$ cat src/rtl/sc_level_scheduler.sv
// Game-speed controller: paces LOAD pulses, advances the level and selects the speed band.
// Optional pause support is enabled by defining SC_LEVELSCHED_PAUSE_EN.
module sc_level_scheduler #(
  parameter int PERIOD_1        = 17500000,
  parameter int PERIOD_2        = 15000000,
  parameter int PERIOD_3        = 12500000,
  parameter int LOADS_PER_LEVEL = 16,
  parameter int BAND1_MAX       = 10,
  parameter int BAND2_MAX       = 32,
  parameter int LEVEL_MAX       = 59
) (
  input  logic       SC_LEVELSCHED_CLOCK_50,
  input  logic       SC_LEVELSCHED_RESET_InLow,
  input  logic       SC_LEVELSCHED_START_InLow,
  input  logic       SC_LEVELSCHED_COLLISION_InHigh,
`ifdef SC_LEVELSCHED_PAUSE_EN
  input  logic       SC_LEVELSCHED_PAUSE_InHigh,
`endif
  output logic       SC_LEVELSCHED_LOAD_OutHigh,
  output logic [7:0] SC_LEVELSCHED_LEVEL,
  output logic [1:0] SC_LEVELSCHED_MUXSEL,
  output logic       SC_LEVELSCHED_RUNNING_OutHigh,
  output logic       SC_LEVELSCHED_GAMEOVER_OutHigh
);

  localparam int LCW = $clog2(LOADS_PER_LEVEL + 1);

  typedef enum logic [1:0] {S_IDLE, S_RUN, S_PAUSE, S_GAMEOVER} state_t;

  state_t         state_q, state_d;
  logic [24:0]    tick_q, tick_d;
  logic [LCW-1:0] lcnt_q, lcnt_d;
  logic [7:0]     level_q, level_d;
  logic           load_q, load_d;
  logic           running_q, running_d;
  logic           gameover_q, gameover_d;
  logic           start_s_q, start_s_d;
  logic           start_prev_q, start_prev_d;

  logic           start_ev;
  logic [1:0]     band;
  logic [24:0]    period_m1;

  always_comb begin
    if (level_q <= 8'(BAND1_MAX))      band = 2'd0;
    else if (level_q <= 8'(BAND2_MAX)) band = 2'd1;
    else                               band = 2'd2;
  end

  always_comb begin
    case (band)
      2'd0:    period_m1 = 25'(PERIOD_1 - 1);
      2'd1:    period_m1 = 25'(PERIOD_2 - 1);
      default: period_m1 = 25'(PERIOD_3 - 1);
    endcase
  end

  // Falling edge of the registered start sample; holding the button yields one event.
  assign start_ev = !start_s_q && start_prev_q;

  always_comb begin
    state_d      = state_q;
    tick_d       = tick_q;
    lcnt_d       = lcnt_q;
    level_d      = level_q;
    load_d       = 1'b0;
    start_s_d    = SC_LEVELSCHED_START_InLow;
    start_prev_d = start_s_q;
    case (state_q)
      S_IDLE, S_GAMEOVER: begin
        if (start_ev) begin
          state_d = S_RUN;
          tick_d  = '0;
          lcnt_d  = '0;
          level_d = '0;
        end
      end
      S_RUN: begin
        // Collision outranks the terminal tick: counters freeze and no LOAD is issued.
        if (SC_LEVELSCHED_COLLISION_InHigh) begin
          state_d = S_GAMEOVER;
`ifdef SC_LEVELSCHED_PAUSE_EN
        end else if (SC_LEVELSCHED_PAUSE_InHigh) begin
          state_d = S_PAUSE;
`endif
        end else if (tick_q == period_m1) begin
          tick_d = '0;
          load_d = 1'b1;
          if (lcnt_q == LCW'(LOADS_PER_LEVEL - 1)) begin
            lcnt_d = '0;
            if (level_q < 8'(LEVEL_MAX)) level_d = level_q + 8'd1;
          end else begin
            lcnt_d = lcnt_q + LCW'(1);
          end
        end else begin
          tick_d = tick_q + 25'd1;
        end
      end
`ifdef SC_LEVELSCHED_PAUSE_EN
      S_PAUSE: begin
        if (!SC_LEVELSCHED_PAUSE_InHigh) state_d = S_RUN;
      end
`endif
      default: state_d = S_IDLE;
    endcase
    running_d  = (state_d == S_RUN);
    gameover_d = (state_d == S_GAMEOVER);
  end

  always_ff @(posedge SC_LEVELSCHED_CLOCK_50 or negedge SC_LEVELSCHED_RESET_InLow) begin
    if (!SC_LEVELSCHED_RESET_InLow) begin
      state_q      <= S_IDLE;
      tick_q       <= '0;
      lcnt_q       <= '0;
      level_q      <= '0;
      load_q       <= 1'b0;
      running_q    <= 1'b0;
      gameover_q   <= 1'b0;
      start_s_q    <= 1'b1;
      start_prev_q <= 1'b1;
    end else begin
      state_q      <= state_d;
      tick_q       <= tick_d;
      lcnt_q       <= lcnt_d;
      level_q      <= level_d;
      load_q       <= load_d;
      running_q    <= running_d;
      gameover_q   <= gameover_d;
      start_s_q    <= start_s_d;
      start_prev_q <= start_prev_d;
    end
  end

  assign SC_LEVELSCHED_LOAD_OutHigh     = load_q;
  assign SC_LEVELSCHED_LEVEL            = level_q;
  assign SC_LEVELSCHED_MUXSEL           = band;
  assign SC_LEVELSCHED_RUNNING_OutHigh  = running_q;
  assign SC_LEVELSCHED_GAMEOVER_OutHigh = gameover_q;

endmodule

$ cat config.mk
export PLATFORM = sky130hd
export DESIGN_NAME = sc_level_scheduler
export DESIGN_NICKNAME = d
export VERILOG_FILES = /design/src/rtl/sc_level_scheduler.sv
export SDC_FILE = /design/constraint.sdc
export NUM_CORES = 1
export LEC_CHECK = 0
export ABC_AREA = 1
export CORE_MARGIN = 3
export CORE_UTILIZATION = 50
export CTS_BUF_LIST = sky130_fd_sc_hd__clkbuf_4
export DETAILED_ROUTE_END_ITERATION = 12
export PLACE_DENSITY = 0.7
export SLEW_MARGIN = 10
export SYNTH_ARGS = -nofsm -noshare
export SYNTH_HDL_FRONTEND = slang
export SYNTH_SLANG_ARGS = --single-unit
export TNS_END_PERCENT = 50
$ cat constraint.sdc
create_clock -name SC_LEVELSCHED_CLOCK_50 -period 1.85 [get_ports SC_LEVELSCHED_CLOCK_50]
set_clock_uncertainty 0.1 [all_clocks]
set_input_delay 0.37 -clock SC_LEVELSCHED_CLOCK_50 [delete_from_list [all_inputs] [get_ports SC_LEVELSCHED_CLOCK_50]]
set_output_delay 0.37 -clock SC_LEVELSCHED_CLOCK_50 [all_outputs]
set_load 0.02 [all_outputs]
## Word-level counts from Yosys, hierarchy flattened

Index checks and enable logic that the tools add are counted.
W data, S select, Z words.

- Register bits after elaboration: 45
- Input bits: 4
- Output and inout port bits: 13
- Word-level logic and storage cells: 60

- Add/subtract/negate cells: 3
- Order comparisons: 3
- Eq/ne operators: 12
- Mux-type cells: 24
- Reduce and logical (&&, ||, !) cells: 9

Operators by type and width:

| operator | count |
|---|---|
| $pmux W25 S2 | 2 |
| $mux W25 | 3 |
| $mux W8 | 5 |
| $add A25 B1 Y25 const B | 1 |
| $eq A25 B25 Y1 | 1 |
| $mux W5 | 4 |
| $pmux W8 S2 | 1 |
| $ne A2 B2 Y1 const B | 5 |
| $pmux W5 S2 | 1 |
| $add A8 B1 Y8 const B | 1 |
| $le A8 B4 Y1 const B | 1 |
| $le A8 B6 Y1 const B | 1 |
| $lt A8 B6 Y1 const B | 1 |
| $mux W2 | 4 |
| $eq A2 B1 Y1 const B | 3 |
| $reduce_and A6 Y1 | 1 |
| $add A5 B1 Y5 const B | 1 |
| $eq A5 B4 Y1 const B | 1 |
| $eq A2 B2 Y1 const B | 2 |
| $logic_not A2 Y1 | 2 |
| $pmux W2 S2 | 1 |
| $reduce_and A4 Y1 | 1 |
| $mux W1 | 3 |
| $reduce_and A3 Y1 | 1 |
| other kinds (4) | 4 |

## Logic depth before layout (Yosys ltp)

Gate-level depths: netlist of the first run.

- Word-level depth: 9
- Mapped depth: 16
- Mapped depth without buffers: 15

## Least setup slack after synthesis of the first run

Ideal clock, no wire load.

- Kind: reg2reg
- Start point: reg level_q[0] (netlist: SC_LEVELSCHED_LEVEL[0])
- End point: reg level_q[0] (netlist: SC_LEVELSCHED_LEVEL[0])
- Setup time: 0.119 ns
- Arrival: 1.770 ns
- Required time: 1.631 ns
- Setup slack: -0.138 ns
- Cell stages (with the launch flop): 13
- Path buffers: 0
- Clock period less this slack: 1.988 ns
- Path through: dfrtp_1 inv_1 ha_1 nand2_1 nand3_1 nand2_2 inv_1 nand2_1 nand3_2 o21ai_1 nand4_1 nand2_1 nand2_1

- Cells in the longest elaborated chain, start to end: 8
- Elaborated cells between the ends (all ways): 18
- Those cells by class: 1 x add/sub; 3 x order compare; 4 x eq/ne; 8 x mux; 2 x reduce/logical

Ends and longest elaborated chain:

| what | line | source |
|---|---|---|
| from (decl) | 33 | `logic [7:0] level_q, level_d;` |
| from (signal assigned) | 125 | `level_q <= level_d;` |
| $le A8 B6 Y1 | 46 | `else if (level_q <= 8'(BAND2_MAX)) band = 2'd1;` |
| $mux W2 | 46 |  |
| $mux W2 | 45 | `if (level_q <= 8'(BAND1_MAX)) band = 2'd0;` |
| $eq A2 B1 Y1 / $logic_not A2 Y1 (equally long branches) | 51 | `case (band)` |
| $pmux W25 S2 | 51 |  |
| $eq A25 B25 Y1 | 86 | `end else if (tick_q == period_m1) begin` |
| $ne A2 B2 Y1 (no source line) | -- |  |
| $reduce_and A6 Y1 (no source line) | -- |  |

Several ways; a longest one is shown, not always the timed one. The select of a mux whose other input is x is not followed.
A chain may end at the register's enable or synchronous reset.

## Worst setup path after layout of the first run

- Start point: reg level_q[1] (netlist: SC_LEVELSCHED_LEVEL[1])
- End point: out SC_LEVELSCHED_MUXSEL[0]

- Cells in the longest elaborated chain, start to end: 3
- Elaborated cells between the ends (all ways): 4
- Those cells by class: 2 x order compare; 2 x mux

Ends and longest elaborated chain:

| what | line | source |
|---|---|---|
| $le A8 B6 Y1 | 46 |  |
| $mux W2 | 46 |  |
| $mux W2 (*) | 45 |  |
| to (decl) | 21 | `output logic [1:0] SC_LEVELSCHED_MUXSEL,` |

Mark *: on every way between the ends. The rest lies on a longest branch, timed or not.

==> results.md, run 1 <==
- Outcome: finished, violations left
- Failing checks: setup timing
- RSZ-0062 raised after global routing: true
- Count of cell types in the netlist: 31
- Share of the synthesized area in the top cell type: 0.388
- Achievable frequency: roughly 0.5 GHz
- DIE HEIGHT: 80.5 um
- Initial drt markers: about 190
- Main combinational cell family by area after synthesis: simple AND/OR/NAND/NOR gates
- Crit-path cells: inv_2 -> nand2_2 -> nor2_1 -> nand2_1 -> nand2_2 -> nand2_4 -> inv_1 -> buf_6
- CP Capture Type: primary output
- Routed WL: 7400 um
- H-tree Lvls: 2
- Site Rows: 26
- Post-DP HPWL: 5080 um
- Residual DRC: 0
- Worst hold start: start_prev_d
- Final GP Congestion: approximately 0.97
- Max_slew headroom: 0.742
- Total global routing overflow: 0
- Die X: 80.5 um
- Slew Viols, Final: 0
- Vias in the first global route: around 2700
- R2r startpoint: SC_LEVELSCHED_LEVEL[1]
- Initial Util: 0.530
- Seq/Total Area, Yosys: 0.407
- Most frequent CP cell: nand2_2
- Synth area leader: dfrtp_1
- Worst stage delay on the critical path: around 0.46 ns
- Via count: around 2800
- First-pass GRT wire length: 12200 um
- Drt wl/cell: between 10 and 15 um
- Synth Flop Type: dfrtp_1
- Critical path buffer and inverter count: 3
- Post-synthesis mux area share: 0
- Post-synthesis compound-gate area fraction: 0.0956
- Synthesized-area fraction occupied by adder cells: 0.0316
- Final hold violations: 0
- Synth top cells by count: nand2_1 (73), inv_1 (52), dfrtp_1 (43), nor2_1 (27), nand3_1 (22)
- Reg2reg path depth: 14
- Hold Path Cell Cnt: 0
- Worst Setup Slack, final: -0.122 ns
- Final setup vio count: 38
- Initial antenna violation count: 0
- Period Utilization, post-route: 1.07
- Simple-gate share of the synthesized area: 0.297
- # clock sinks: between 40 and 50
- Flops & latches, synth: 45
- Synth Warn #: 0
- Worst skew pair latency: between 0.3 and 0.4 ns
- Synth top area cells: dfrtp_1 (39%), nand2_1 (9.9%), inv_1 (7.0%)
- Fin nets: 453
- Post-Route Utilization: 0.749
- CP Max Fanout: 3
- Critical-path top delay cell: dfrtp_2
- Placed Area: roughly 0.0035 mm^2
- Post-route minimum period: approximately 2.0 ns
- Element type at the critical path start: flop
- EDFF count, synth: 0
- Worst EP arrival: about 1.5 ns
- Area Overhead vs Synth: 41.4%
- Fraction of layout cells with a size suffix above 1: 0.354
- N_diodes: 0
- Number of vias per cell: about 5.4
- Reg2reg setup slack: -0.10 ns
- Post-synthesis cell area: approximately 0.0028 mm^2
- Critical Path RT: about 1.4 ns
- Pre-antenna DRT Iters: 5
- CTS Root Cell: clkbuf_4
- Max-capacitance violation count: 0
- Largest buffer count on any clock path: 2
- Critical path class: flop to primary output
- Largest net degree at the start of global routing: between 40 and 50
- Port Buffers: 16
- CTS tree: done
- Clock slew at reported path FFs: approximately 0.14 ns
- Post-synthesis xor/xnor area fraction: 0.0726
- Core area: ~0.0052 mm^2
- Crit-path leading delay family: flip-flops
- Syn avg cell area: a little under 8 um^2
- Remaining antenna violation count: 0
- Peak VDD IR: 0.748 mV
- PwrDens: ~1000 mW/mm^2
- Cells after synthesis: 351
- Slew at the pin closest to its max-slew limit: approximately 0.38 ns
- HP Class: flop to flop
- Critical R2R Capture: tick_q[18]
- Count leader, synth: nand2_1
- I/O pin cnt: 17
- Fin area: about 0.004 mm^2
- Gr usage total: 0.239
- Ys async rst share: 1.00
- WHS: 0.282 ns
- Setup WS pre-CTS: -0.188 ns
- Syn_nets: 362
- Total die area: about 0.0065 mm^2
- CTS buffer count: 5
- Hold Path Sink: start_prev_q
- Pleak: about 0.0018 uW
[power breakdown]
group	total [uW]	leakage (uW)	internal, uW	switching, uW
logic	2270	0.00118	987	1290
clock network	626	0.0000433	296	330
registers	1190	0.000606	1100	87.5
[how the worst max path moves through the flow]
stage / cells after the start / start / end / slack, ns
2_1_floorplan: 12 / SC_LEVELSCHED_LEVEL[0] / SC_LEVELSCHED_LEVEL[0] / -0.02
3_3_place_gp: 8 / SC_LEVELSCHED_LEVEL[0] / SC_LEVELSCHED_MUXSEL[0] / -0.15
3_5_place_dp: 8 / SC_LEVELSCHED_LEVEL[0] / SC_LEVELSCHED_MUXSEL[0] / -0.19
4_1_cts: 7 / SC_LEVELSCHED_LEVEL[1] / SC_LEVELSCHED_MUXSEL[0] / -0.11
5_1_grt: 8 / SC_LEVELSCHED_LEVEL[1] / SC_LEVELSCHED_MUXSEL[0] / -0.20
6_report: 8 / SC_LEVELSCHED_LEVEL[1] / SC_LEVELSCHED_MUXSEL[0] / -0.12
[placed cells by master, fill, tap and decap left out, drive strengths merged]
cell,netlist,routed
o22ai,19,19
clkdlybuf4s50,0,5
nor2,31,31
bufinv,0,1
clkbuf,2,7
clkinv,0,1
buf,5,76
a21oi,8,8
nor4,3,3
nor3,18,18
dlygate4sd2,0,8
dfstp,2,2
nand2,79,79
dlygate4sd3,0,1
inv,56,56
nor3b,1,1
or2,1,1
xnor2,2,2
dfrtp,43,43
nand3,23,23
nand4,17,17
xor2,21,21
ha,7,7
o21ai,13,13
[cells by family after synthesis]
| family | count (synthesis) |
|---|---|
| simple gates | 173 |
| fa+ha+maj | 7 |
| compound gates | 40 |
| flops | 45 |
| xor+xnor | 23 |
| buf+inv | 63 |
[metrics by stage]
step	instances	TNS (ns)	power, uW
after floorplan	351	-0.132	2310
after global placement	498	-1.07	3170
after detailed placement	498	-2.50	3210
after CTS	511	-1.67	3990
after global routing	513	-6.87	4330
final	513	-2.55	4090
[registers in the layout (all words and copies together), names as in the netlist]
| name | count |
|---|---|
| tick_q | 25 |
| SC_LEVELSCHED_LOAD_OutHigh | 1 |
| start_prev_q | 1 |
| SC_LEVELSCHED_RUNNING_OutHigh | 1 |
| lcnt_q | 5 |
| state_q | 2 |
| SC_LEVELSCHED_LEVEL | 8 |
| SC_LEVELSCHED_GAMEOVER_OutHigh | 1 |
| start_prev_d | 1 |
[timing repair]
action	CTS	global route
pin swaps	10	19
endpoints found under the setup margin	47	41
hold buffers	1	0
cloned	0	1
setup buffers	4	1
gates resized for setup	53	21
hold endpoints to repair	43	0
[final cells by class]
type	count	area, um^2
clock buffer	6	45.0
clock inverter	2	33.8
fill	376	1320
inverter	56	210
multi-input combinational	243	1640
sequential	45	1130
tap	70	87.6
timing repair buffer	91	778
[worst register-to-register path, stage by stage, from the launching register on]
cell,delay [ns]
dfrtp_2,0.46
inv_2,0.08
nand2_2,0.07
nor2_1,0.08
nand2_1,0.08
nand2_2,0.12
nand2_4,0.07
nand2_2,0.06
nand2_2,0.05
nand2_2,0.10
nor2_4,0.05
nor2_4,0.16
nand2_4,0.12
clkbuf_16,0.19
o22ai_2,0.09
[metal layers]
metal | up-vias | wire (um) | global-route usage
met1 | 1281 | 3010 | 0.294
met3 | 35 | 389 | 0.0336
met4 | 0 | 297 | 0.0811
met2 | 118 | 3700 | 0.426
met5 | - | 0 | 0
li1 | 1327 | - | -
Note: power is estimated with default switching activity, not from simulation.
==> inputs of run 2 (changes only) <==
HOLD_SLACK_MARGIN = 0.1   (was not set)
==> results of run 2 <==
No change in the layout: final DEF, timing and power equal those of run 1.
==> inputs of run 3 (changes only) <==
CORE_UTILIZATION = 45   (was 50)
PLACE_DENSITY = 0.64   (was 0.7)
==> run 3 against run 2 <==
  * The run still ends with setup timing left
  * Sequential power barely moved
  * Register-to-register slack got worse by 0.098 ns
  * Combinational power rose by 7%
  * Clock power fell by 19%
  * Total power up 1.5%
  * Global-route usage is 2.6 points lower
  * Final cell count increased by 4.1%
  * Fmax is 3.7% lower
  * Via count rose by 0.14%
  * Largest power group unchanged
  * Highest routed layer unchanged
==> results.md, run 3 (same netlist as run 1, synthesis figures left out) <==
- Clock slew at reported path FFs: 0.14 ns (about the same)
- Initial Util: 0.483 (-0.0466)
- Failing checks: setup timing
- CP Capture Type: flop
- Total global routing overflow: 0 (unchanged)
- First-pass GRT wire length: 12500 um (+2.5%)
- CP Max Fanout: 8 (+5)
- Critical Path RT: 2.02 ns (+0.64 ns)
- HP Class: flop to flop
- CTS tree: done
- Pre-antenna DRT Iters: 4 (-1)
- CTS buffer count: 5 (unchanged)
- Max-capacitance violation count: 0 (unchanged)
- Residual DRC: 0 (unchanged)
- Largest net degree at the start of global routing: 21 (-54%)
- Slew Viols, Final: 0 (unchanged)
- Peak VDD IR: 0.727 mV (-2.7%)
- Largest buffer count on any clock path: 2 (unchanged)
- Dpl cells: 513 (+3.0%)
- Reg2reg setup slack: -0.20 ns (-0.10 ns)
- Cell Count, Final, Fillers Out: 534 (+4.1%)
- Pleak: 0.00190 uW (+3.9%)
- Multi-input logic area: 0.00166 mm^2 (+1.3%)
- Outcome: finished, violations left
- Routed WL: 7610 um (+2.8%)
- Largest register FFs: 25 (unchanged)
- Number of vias per cell: 5.18 (-3.8%)
- Achievable frequency: 0.488 GHz (-3.7%)
- Post-route minimum period: 2.05 ns (+0.0762 ns)
- CTS Root Cell: clkbuf_4
- Final setup vio count: 40 (+5.3%)
- Total die area: 0.00714 mm^2 (+10%)
- Most frequent cells in the layout: buf_4 (80), nand2_1 (58), inv_1 (45), dfrtp_1 (40), nor2_1 (22)
- Leading cell type in the layout, fill and taps excluded: buf_4
- Worst EP arrival: 2.22 ns (+0.72 ns)
- Remaining antenna violation count: 0 (unchanged)
- Port Buffers: 16 (unchanged)
- Fin nets: 472 (+4.2%)
- I/O pin cnt: 17 (unchanged)
- Final GP Congestion: 0.914 (-5.7%)
- Post-Route Utilization: 0.712 (-0.0369)
- Element type at the critical path start: flop
- Initial antenna violation count: 0 (unchanged)
- Final hold violations: 0 (unchanged)
- Post-DP HPWL: 5460 um (+7.4%)
- Period Utilization, post-route: 1.11 (+0.0412)
- Worst Setup Slack, final: -0.198 ns (-0.0762 ns)
- Slew at the pin closest to its max-slew limit: 0.356 ns (-0.0291 ns)
- Site Rows: 27 (+3.8%)
- Total Power: 4150 uW (+1.5%)
- Via count: 2765 (+0.14%)
- Initial drt markers: 136 (-26%)
- Critical path class: flop to flop
- RSZ-0062 raised after global routing: true
- # clock sinks: 45 (unchanged)
- Fillers: 459 (+22%)
- Top reg by flops: tick_q
- Core area: 0.00574 mm^2 (+9.7%)
- Die X: 84.5 um (+5.0%)
- H-tree Lvls: 2 (unchanged)
- Max_slew headroom: 0.763 (+0.0214)
- Area Overhead vs Synth: 47.4%
- Worst skew pair latency: 0.36 ns (about the same)
- Fraction of layout cells with a size suffix above 1: 0.422 (+0.0677)
- Reg area: 0.00113 mm^2 (unchanged)
- Setup WS pre-CTS: -0.190 ns (-0.00242 ns)
- Drt wl/cell: 14.2 um (-1.2%)
- Gr usage total: 0.213 (-0.0260)
- DIE HEIGHT: 84.5 um (+5.0%)
- N_diodes: 0 (unchanged)
- PwrDens: 1010 mW/mm^2 (-2.7%)
- Vias in the first global route: 2785 (+2.7%)
==> run 3: report_power, final <==
group | switching, uW | total, uW | leakage, uW | internal, uW
Combinational | 1370 | 2440 | 0.00126 | 1070
Sequential | 96.5 | 1200 | 0.000606 | 1100
Clock | 331 | 509 | 0.0000361 | 178
Total | 1800 | 4150 | 0.00190 | 2350
==> run 3: final timing paths <==
| kind | to | cells after the start | startpoint |
|---|---|---|---|
| worst max-delay path | SC_LEVELSCHED_LEVEL[0] | 13 | SC_LEVELSCHED_LEVEL[0] |
| worst min-delay path | start_prev_q | 0 | start_prev_d |
| worst max register to register | SC_LEVELSCHED_LEVEL[0] | 13 | SC_LEVELSCHED_LEVEL[0] |
| worst min register to register | start_prev_q | 0 | start_prev_d |
| max in group asynchronous | start_prev_q | 3 | SC_LEVELSCHED_RESET_InLow |
| min in group asynchronous | lcnt_q[1] | 2 | SC_LEVELSCHED_RESET_InLow |
==> run 3: area by class of cell <==
type                    count  share of cell area
multi-input cells         243               0.405
flip-flops and latches     45               0.277
repair buffers            110               0.230
inverters                  56              0.0520
well taps                  72              0.0220
clock buffers               7              0.0129
clock inverters             1             0.00122
==> run 3: worst max-delay path: stages, from the launching register on <==
cell and delay (ns):
dfrtp_2 0.45, inv_4 0.08, ha_4 0.13, nand2_2 0.05, nand3_2 0.09, nand2_4 0.08, a21oi_4 0.17, nand3_4 0.10
buf_6 0.13, o21ai_2 0.15, nand4_1 0.14, buf_6 0.17, nand2_1 0.07, nand2_1 0.05
==> run 3: stage by stage <==
step / hold slack, ns / instance area, um^2 / TNS (ns)
3_3_place_gp: 0.189 / 3630 / -1.84
4_1_cts: 0.277 / 3910 / -2.88
3_5_place_dp: 0.191 / 3630 / -3.32
2_1_floorplan: -0.0256 / 2780 / -0.132
5_1_grt: 0.287 / 4090 / -7.85
6_report: 0.276 / 4090 / -3.83
==> run 3: timing repair <==
item / CTS / global route
resized for setup: 60 / 42
endpoints found under the setup margin: 48 / 41
hold buffers: 1 / 0
endpoints found under the hold margin: 32 / 0
pin swaps: 16 / 16
setup buffers: 8 / 4
==> run 3: per-layer routing <==
layer / share of wire / GRT usage / vias to the layer above
li1: - / - / 1371
met1: 0.43 / 0.274 / 1318
met2: 0.51 / 0.366 / 64
met3: 0.046 / 0.0334 / 12
met4: 0.017 / 0.0719 / 0
met5: 0 / 0 / -
